[config.mk]
export PLATFORM = sky130hd
export DESIGN_NAME = alu_issue_ctrl
export DESIGN_NICKNAME = d
export VERILOG_FILES = /design/src/rtl/alu_issue_ctrl.sv
export SDC_FILE = /design/constraint.sdc
export NUM_CORES = 1
export LEC_CHECK = 0
export BUFFER_PORTS_ARGS = -buffer_cell sky130_fd_sc_hd__buf_4
export CAP_MARGIN = 25
export CORE_UTILIZATION = 35
export CTS_BUF_LIST = sky130_fd_sc_hd__clkbuf_2 sky130_fd_sc_hd__clkbuf_4 sky130_fd_sc_hd__clkbuf_8
export DETAILED_ROUTE_END_ITERATION = 12
export PLACE_DENSITY = 0.64
export SLEW_MARGIN = 20
export SYNTH_ARGS = -nofsm -noshare
export SYNTH_HDL_FRONTEND = slang
export SYNTH_SLANG_ARGS = --single-unit
[constraint.sdc]
create_clock -name clk -period 3.95 [get_ports clk]
set_clock_uncertainty 0.1 [all_clocks]
set_input_delay 0.1975 -clock clk [delete_from_list [all_inputs] [get_ports clk]]
set_output_delay 0.1975 -clock clk [all_outputs]
set_load 0.005 [all_outputs]
[src/rtl/alu_issue_ctrl.sv]
// Multi-cycle issue sequencer for the 16-bit ALU: accepts an instruction, reads two
// registers, presents operands to the combinational ALU and issues a one-cycle writeback.
module alu_issue_ctrl #(
    parameter int DW = 16,
    parameter int AW = 3
) (
    input  logic          clk,
    input  logic          reset_n,
    input  logic          instr_valid,
    input  logic [15:0]   instr,
    output logic          instr_ready,
    output logic [AW-1:0] rs_addr,
    output logic [AW-1:0] rm_addr,
    input  logic [DW-1:0] rs_rdata,
    input  logic [DW-1:0] rm_rdata,
    output logic [DW-1:0] alu_rsdata,
    output logic [DW-1:0] alu_rmdata,
    output logic [DW-1:0] alu_n,
    output logic          alu_bit15,
    output logic [1:0]    alu_bits12_11,
    output logic          alu_bit4,
    input  logic [DW-1:0] alu_result,
    output logic          wb_en,
    output logic [AW-1:0] wb_addr,
    output logic [DW-1:0] wb_data,
    output logic          illegal,
    output logic          busy
);

    typedef enum logic [1:0] {
        IDLE = 2'd0,
        READ = 2'd1,
        EXEC = 2'd2,
        WB   = 2'd3
    } state_t;

    state_t        state;
    state_t        state_nxt;
    logic [15:0]   instr_q;
    logic [DW-1:0] rs_q;
    logic [DW-1:0] rm_q;
    logic [DW-1:0] wb_q;
    logic          accept;
    logic          legal;

    assign accept = instr_valid && instr_ready;

    // A word is legal when bits 14:13 are clear and {bit15, bits12:11} is not 3'b111
    assign legal = (instr_q[14:13] == 2'b00) &&
                   !(instr_q[15] && (instr_q[12:11] == 2'b11));

    always_ff @(posedge clk or negedge reset_n) begin
        if (!reset_n) begin
            state   <= IDLE;
            instr_q <= '0;
            rs_q    <= '0;
            rm_q    <= '0;
            wb_q    <= '0;
        end else begin
            state <= state_nxt;
            if (accept) begin
                instr_q <= instr;
            end
            if ((state == READ) && legal) begin
                rs_q <= rs_rdata;
                rm_q <= rm_rdata;
            end
            if (state == EXEC) begin
                wb_q <= alu_result;
            end
        end
    end

    always_comb begin
        state_nxt   = state;
        instr_ready = 1'b0;
        busy        = 1'b1;
        illegal     = 1'b0;
        wb_en       = 1'b0;
        case (state)
            IDLE: begin
                instr_ready = 1'b1;
                busy        = 1'b0;
                if (instr_valid) begin
                    state_nxt = READ;
                end
            end
            READ: begin
                if (!legal) begin
                    illegal   = 1'b1;
                    state_nxt = IDLE;
                end else begin
                    state_nxt = EXEC;
                end
            end
            EXEC: begin
                state_nxt = WB;
            end
            WB: begin
                wb_en     = 1'b1;
                state_nxt = IDLE;
            end
            default: begin
                state_nxt = IDLE;
            end
        endcase
    end

    // The register file reads synchronously, so the addresses are presented on the
    // accept edge itself; the data then arrives during READ and is registered into EXEC.
    assign rs_addr = (state == IDLE && instr_valid) ? instr[10:8] : instr_q[10:8];
    assign rm_addr = (state == IDLE && instr_valid) ? instr[7:5]  : instr_q[7:5];

    assign alu_rsdata    = rs_q;
    assign alu_rmdata    = rm_q;
    assign alu_n         = {{(DW-8){1'b0}}, instr_q[7:0]};
    assign alu_bit15     = instr_q[15];
    assign alu_bits12_11 = instr_q[12:11];
    assign alu_bit4      = instr_q[4];

    assign wb_addr = instr_q[10:8];
    assign wb_data = wb_q;

endmodule

* After elaboration in Yosys (flattened, before gate mapping)
Index checks and enable logic that the tools add are counted.
** Operators by class
- Eq/ne operators :: 5
- Muxes and demuxes :: 10
- Reductions and logical operators :: 8
** Operators with widths (count)
- $pmux 2 s4 :: 1
- $eq 2x2->1 const B :: 3
- $mux 3 :: 2
- $logic_and 1x1->1 :: 5
- $mux 1 :: 5
- $logic_not 2->1 :: 2
- $mux 2 :: 2
- $eq 2x1->1 const B :: 1
- $ne 2x2->1 const B :: 1
- $logic_not 1->1 :: 1
** Storage, ports and cells
- Logic and storage cells :: 28
- Register bits :: 66

* Logic depth before layout (Yosys ltp)
Gate-level depths: netlist of the first run.
- Depth after elaboration :: 6
- Depth in mapped cells :: 6
- Depth with buffers taken out :: 4

* Least setup slack after synthesis of the first run
OpenSTA, ideal clock, no wires.
- Kind :: register to output
- From :: reg with a tool-made name
- To :: out rm_addr[0]
- Path buffers :: 2
- Required time :: 3.652 ns
- Cell stages (with the launch flop) :: 7
- Arrival time :: 1.448 ns
- Path slack :: 2.204 ns
- Path through :: dfrtp_1 -> or2_4 -> inv_1 -> and2_4 -> buf_6 -> buf_12 -> mux2_2
** RTL lines
- end, declared :: RTL line 13 : output logic [AW-1:0] rm_addr,

* Worst setup path after layout of the first run
- From :: reg instr_q[11]
- To :: reg rs_q[11], in the netlist alu_rsdata[11]
** Between the ends
- Longest elaborated chain between the ends :: 5
** RTL lines
- start, declared :: RTL line 39 : logic [15:0] instr_q;
- start signal, assigned :: RTL line 62 : instr_q <= instr;
- $eq 2x2->1 :: RTL line 50 : !(instr_q[15] && (instr_q[12:11] == 2'b11));
- $logic_and 1x1->1 :: RTL line 50
- $logic_not 1->1 :: RTL line 50
- $logic_and 1x1->1 :: RTL line 49 : assign legal = (instr_q[14:13] == 2'b00) &&
- $logic_and 1x1->1 :: RTL line 64 : if ((state == READ) && legal) begin
- end signal, assigned :: RTL line 65 : rs_q <= rs_rdata;
- end, declared :: RTL line 40 : logic [DW-1:0] rs_q;
Every way passes these cells.
A chain may end at the register's enable or synchronous reset.

==> metrics.txt, run 1 <==
Finished Core Util=between 60% and 70%; hpwl dp=3.813 mm; CTS Buffer Depth=2; crit-path max FO=33; Setup Crit Path Kind=flip-flop to flip-flop; required time worst endpoint=about 4 ns; Crit. End Element=flip-flop; WP buf/inv=0; Final #Nets=between 400 and 500; flop and latch count out of synthesis=66; Initial Utilization=between 30% and 40%; # resized after CTS=0; Post-Syn Area=between 2000 and 3000 sq um; PwrDens=between 600 and 700 nW/um^2; Leakage=roughly 2.1 nW; post-placement cell area=roughly 3700 sq um; Post-synth EDFFs=0; reg-to-reg startpoint=instr_q[11]$_DFFE_PN0P_; Synth area leaders=dfrtp_1 61%, mux2_2 25%, buf_4 5.8%; min Tclk post-route=around 2.2 ns; clock-pin slew on the worst setup and hold paths=0.07 ns; finished layout cell area=about 4400 sq um; Die H=between 80 and 90 um; most common cell in the netlist=dfrtp_1; worst endpoint data arrival time=2.34 ns; Max-Cap Viols=0; sequential cell area fraction in the yosys report=between 60% and 70%; global-route wire length before repair=10.14 mm; CP startpoint kind=flip-flop; input/output buffers=between 100 and 150; Hold Vio Cnt, Final=0; Routability Congestion=about 0.66; max-slew violations=0; biggest area consumer among synthesized cells=dfrtp_1; largest net degree at the start of global routing=67; Main synth FF type=dfrtp_1; via count=just under 2000; fmax=0.4472 GHz; Finished Layout Cells=roughly 460; Rel. slew slack=39.91%; synth warn=0; die area=8092 sq um; final setup fails=0; first-pass detailed-route iteration total=3; cell family with most CP delay=simple AND/OR/NAND/NOR gates; die outline width=roughly 90 um; Layout area overhead=64.28%; hold path startpoint=instr[9]; CP startpoint=instr_q[11]$_DFFE_PN0P_; Setup TNS=0 ns; iteration-0 DRC count of the detailed router=32; FP Rows=31; Post-CTS Setup Inserts=0; number of antenna diodes=0; total CTS buffers=9; layout cell share with drive strength beyond 1=roughly 61%; Remaining DRCs=0; top cell type's share of synthesized area=between 60% and 70%; Slew @ Worst Pin=between 0.8 and 0.9 ns; crit path cell chain=a311oi_2 -> nand3b_2 -> mux2_2; post-DR vias/cell=4.284; Final period util=56.61%; initial antenna violation count=0; core area=around 7400 sq um; Avg Cell Area, Syn=roughly 16 sq um; synth unique cells=18; root buf cell=clkbuf_8; Synth async-reset ratio=100.0%; Cells after DPL=about 390; gr usage total=about 16%; Hold/Removal Path Class=input pin to flip-flop; clock sink total=66; status=completed; clk_lat worst skew=0.33 ns; CP max stage delay=0.70 ns; fill count=about 620; crit path max-delay cell type=nand3b_2; CTS tree=yes; DR WL/cell=approximately 13 um; Post-synth top cells=66 x dfrtp_1, 59 x mux2_2, 21 x buf_4, 5 x mux2_4, 4 x buf_6; WL final=6.204 mm; I/O pin count=148; RSZ-0062 raised after global routing=no; VDD IR-drop max=~0.31 mV; hold_buf cts=61; vias in the first global route=approximately 2100; Cells after Synth=170; H-tree Lvls=3; post-route antenna net violation count=0; grt ovf=0
==> flip-flops by register name (all words and copies together), names as in the netlist, named ones only <==
register and cells:
alu_rsdata 16, alu_rmdata 16, state 1, wb_data 16, instr_q 16
==> through the flow <==
stage	hold WS [ns]	power, mW	setup WS [ns]
after floorplan	-0.1981	1.914	2.204
after global placement	0.2630	2.508	1.738
after detailed placement	0.2537	2.542	1.664
after CTS	0.0006014	3.072	1.648
after global routing	0.004910	3.248	1.553
final	0.02964	3.037	1.714
==> kinds of logic after synthesis <==
family	after synthesis	synth area share [%]
flip-flops	66	61.00
multiplexers	64	27.31
buffers and inverters	29	8.734
AND/OR/NAND/NOR	9	2.265
AO/OA/AOI/OAI	1	0.5544
other	1	0.1385
==> path summary, 6_finish.rpt <==
| path | to | slack, ns | depth (start not counted) |
|---|---|---|---|
| max | alu_rsdata[11]$_DFFE_PN0P_ | 1.71 | 3 |
| min | instr_q[9]$_DFFE_PN0P_ | 0.03 | 2 |
| max reg2reg | alu_rsdata[11]$_DFFE_PN0P_ | 1.71 | 3 |
| min reg2reg | alu_rmdata[13]$_DFFE_PN0P_ | 0.40 | 1 |
| max in group asynchronous | alu_rsdata[10]$_DFFE_PN0P_ | 2.79 | 2 |
| min in group asynchronous | instr_q[2]$_DFFE_PN0P_ | 0.40 | 2 |
==> report_power, final <==
group	switching, mW	internal, mW	total, mW
sequential	0.192	1.03	1.22
combinational	0.439	0.915	1.35
clock	0.232	0.234	0.465
==> cell type report <==
| cell class | instances | area (sq um) | share of cell area (%) |
|---|---|---|---|
| clock buffers | 11 | 138.9 | 3.122 |
| clock inverters | 4 | 20.02 | 0.4501 |
| inverters | 1 | 3.754 | 0.08439 |
| multi-input cells | 82 | 845.8 | 19.02 |
| flip-flops and latches | 66 | 1652 | 37.13 |
| well taps | 99 | 123.9 | 2.785 |
| repair buffers | 201 | 1664 | 37.41 |
==> placed cells by master, fill, tap and decap left out <==
master / Yosys / routed
nand3b_2: 1 / 1
and2_2: 1 / 1
nor3b_1: 1 / 1
dfrtp_1: 66 / 66
nand2_1: 1 / 1
inv_1: 1 / 1
mux2_2: 59 / 59
buf_4: 21 / 139
a311oi_2: 1 / 1
mux2_4: 5 / 5
clkinv_2: 0 / 4
conb_1: 1 / 8
nand2b_1: 1 / 1
clkbuf_8: 0 / 9
dlygate4sd3_1: 0 / 62
nor2_1: 2 / 2
or2_4: 1 / 1
clkbuf_4: 0 / 2
and2_4: 1 / 1
==> per-layer routing <==
layer  part of all wire, %  GRT usage [%]  vias up
met4                  0.69          5.376        0
met3                   6.5          6.091        4
li1                      -              -      931
met1                    38          17.61      966
met5                     0              0        -
met2                    55          28.59       87
No activity file was read; power rests on OpenSTA's default activity.
==> inputs of run 2 (changes only) <==
--- a/config.mk
+++ b/config.mk
@@ -5,12 +5,13 @@
 export SDC_FILE = /design/constraint.sdc
 export NUM_CORES = 1
 export LEC_CHECK = 0
+export ABC_AREA = 1
 export BUFFER_PORTS_ARGS = -buffer_cell sky130_fd_sc_hd__buf_4
 export CAP_MARGIN = 25
 export CORE_UTILIZATION = 35
 export CTS_BUF_LIST = sky130_fd_sc_hd__clkbuf_2 sky130_fd_sc_hd__clkbuf_4 sky130_fd_sc_hd__clkbuf_8
 export DETAILED_ROUTE_END_ITERATION = 12
-export PLACE_DENSITY = 0.64
+export PLACE_DENSITY = 0.66
 export SLEW_MARGIN = 20
 export SYNTH_ARGS = -nofsm -noshare
 export SYNTH_HDL_FRONTEND = slang
==> constraint.sdc (replaced) <==
create_clock -name clk -period 2 [get_ports clk]
set_clock_uncertainty 0.1 [all_clocks]
set_input_delay 0.1 -clock clk [delete_from_list [all_inputs] [get_ports clk]]
set_output_delay 0.1 -clock clk [all_outputs]
set_load 0.005 [all_outputs]
==> run 2 against run 1 <==
  * Hold slack got worse by 0.0012 ns
  * Power increased by 120%
  * Final area grew 6.6%
  * Sequential power increased by 98%
  * Synthesized cell count increased by 85%
  * Register-to-register slack got worse by 1.4 ns
  * Clock power rose to 2.7 times the previous value
  * Synthesized area increased by 6.8%
  * Clock-buffer cell count down 1
  * Critical endpoint is now illegal
==> metrics.txt, run 2 <==
status=completed; most common cell after layout, fill and taps aside=buf_4; cell family with most CP delay=flip-flops; iteration-0 DRC count of the detailed router=between 100 and 150; FP Rows=32; vias in the first global route=2817; Remaining DRCs=0; Post-synth EDFFs=0; min Tclk post-route=approximately 1.9 ns; RSZ-0062 raised after global routing=no; Main synth FF type=dfrtp_1; final setup margin=0.1250 ns; grt ovf=0; Hold Vio Cnt, Final=0; WL final=roughly 8.2 mm; Post-Syn Area=2893 sq um; CTS tree=yes; Synth area leaders=dfrtp_1 57%, nand2_1 17%, nand4_1 6.9%; required time worst endpoint=between 1.5 and 2 ns; post-DR vias/cell=between 4 and 5; Crit. End Element=output pin; VDD IR-drop max=0.5583 mV; Hold Slack=between 0.02 and 0.03 ns; Slew @ Worst Pin=roughly 0.83 ns; Initial Utilization=between 30% and 40%; worst endpoint data arrival time=1.67 ns; top cell type's share of synthesized area=57.09%; Routability Congestion=~0.76; Leakage=about 2.5 nW; core area=7848 sq um; input/output buffers=around 140; synth warn=0; # resized after CTS=0; die outline width=roughly 93 um; gr usage total=19.82%; Layout area overhead=63.88%; WP buf/inv=2; fmax=roughly 0.53 GHz; post-placement cell area=around 3900 sq um; finished layout cell area=approximately 4700 sq um; Post-CTS Setup Inserts=0; crit-path max FO=19; CP max stage delay=about 0.5 ns; I/O pin count=roughly 150; worst slack, placed=0.2804 ns; flop and latch count out of synthesis=66; fill count=653; biggest area consumer among synthesized cells=dfrtp_1; synth unique cells=16; hold_buf cts=between 60 and 70; clock sink total=66; CTS Buffer Depth=2; sequential cell area fraction in the yosys report=a little under three fifths; total CTS buffers=9; global-route wire length before repair=between 10 and 15 mm; Setup Crit Path Kind=flip-flop to output pin; final setup fails=0; Final period util=between 90% and 100%; R2R Setup Slk=0.27 ns; Cells after DPL=529; DR WL/cell=about 13 um; most common cell in the netlist=nand2_1; crit path cell chain=inv_4 -> nor2_8 -> a21boi_0 -> buf_4; PwrDens=approximately 1400 nW/um^2; via count=around 2900; hpwl dp=between 4 and 5 mm; H-tree Lvls=3; number of antenna diodes=0; Avg Cell Area, Syn=about 9.2 sq um; Final #Nets=570; CP startpoint kind=flip-flop; root buf cell=clkbuf_8; Post-synth top cells=132 x nand2_1, 66 x dfrtp_1, 33 x nand3_1, 32 x nand4_1, 26 x buf_4; largest net degree at the start of global routing=67; crit path max-delay cell type=dfrtp_1; Synth async-reset ratio=100.0%; die area=~8600 sq um; Setup TNS=0 ns; first-pass detailed-route iteration total=5; clock-pin slew on the worst setup and hold paths=roughly 0.07 ns; clk_lat worst skew=roughly 0.33 ns; Die H=92.91 um; layout cell share with drive strength beyond 1=about 33%; Max-Cap Viols=0; max-slew violations=0; Cells after Synth=approximately 320; post-route antenna net violation count=0; most frequent cells in the layout=146 x buf_4, 132 x nand2_1, 66 x dfrtp_1; initial antenna violation count=0; Rel. slew slack=roughly 44%; Finished Layout Cells=slightly above 600; Hold/Removal Path Class=input pin to flip-flop
[run 2: changes by cell type after synthesis, sizes merged, moves of 2 or more]
| cell | before | now |
|---|---|---|
| nand2 | 1 | 134 |
| and2 | 2 | 0 |
| nand4 | 0 | 32 |
| inv | 1 | 3 |
| clkbuf | 0 | 8 |
| buf | 28 | 33 |
| nand3 | 0 | 34 |
| mux2 | 64 | 0 |
[run 2: area by class of cell]
type                       instances  area, sq um  share of cell area [%]
timing repair buffer             211         1747                   36.84
inverter                           3        13.76                  0.2903
multi-input combinational        212        974.7                   20.56
clock inverter                     6        88.84                   1.874
tap                              102        127.6                   2.692
clock buffer                      10        137.6                   2.903
sequential                        66         1652                   34.84
[run 2: worst min-delay path, delay by kind of cell]
family | cells | cell delay, ns
buffers and inverters | 1 | 0.18
and+or+nand+nor | 2 | 0.12
[run 2: kinds of logic (layout without fill, tap and decap cells)]
group	after synthesis	after routing	synth area share, %
AOI/OAI and AO/OA	1	1	0.2596
other	1	8	0.1296
buffers and inverters	44	230	10.12
DFF	66	66	57.09
and+or+nand+nor	203	203	32.40
[run 2: report_power, final]
| group | total [mW] | switching, mW | internal (mW) |
|---|---|---|---|
| Sequential | 2.41 | 0.417 | 1.99 |
| Clock | 1.26 | 0.522 | 0.738 |
| Combinational | 2.97 | 1.48 | 1.49 |
| Total | 6.64 | 2.42 | 4.22 |
[run 2: path summary, 6_finish.rpt]
path                                                start  cells after the start                         to
worst max-delay path                 state[0]$_DFFE_PN0P_                      4                    illegal
worst min-delay path                          instr_valid                      3       state[0]$_DFFE_PN0P_
worst max register to register       state[0]$_DFFE_PN0P_                      5  alu_rsdata[3]$_DFFE_PN0P_
worst min register to register  alu_rmdata[5]$_DFFE_PN0P_                      2  alu_rmdata[5]$_DFFE_PN0P_
max in group asynchronous                         reset_n                      2     instr_q[5]$_DFFE_PN0P_
min in group asynchronous                         reset_n                      2  alu_rmdata[1]$_DFFE_PN0P_
[run 2: metrics by stage]
stage	util, %	total power [mW]
2_1_floorplan	-	3.956
3_3_place_gp	49.23	5.229
3_5_place_dp	49.23	5.288
4_1_cts	60.41	6.672
5_1_grt	60.41	7.171
6_report	60.41	6.637
[run 2: layer usage]
layer / wire, um / vias up / global-route usage [%]
met1: 3540 / 1348 / 24.84
met5: 0 / - / 0
met2: 4035 / 119 / 33.70
met3: 535 / 10 / 4.433
li1: - / 1378 / -
met4: 84 / 0 / 6.538
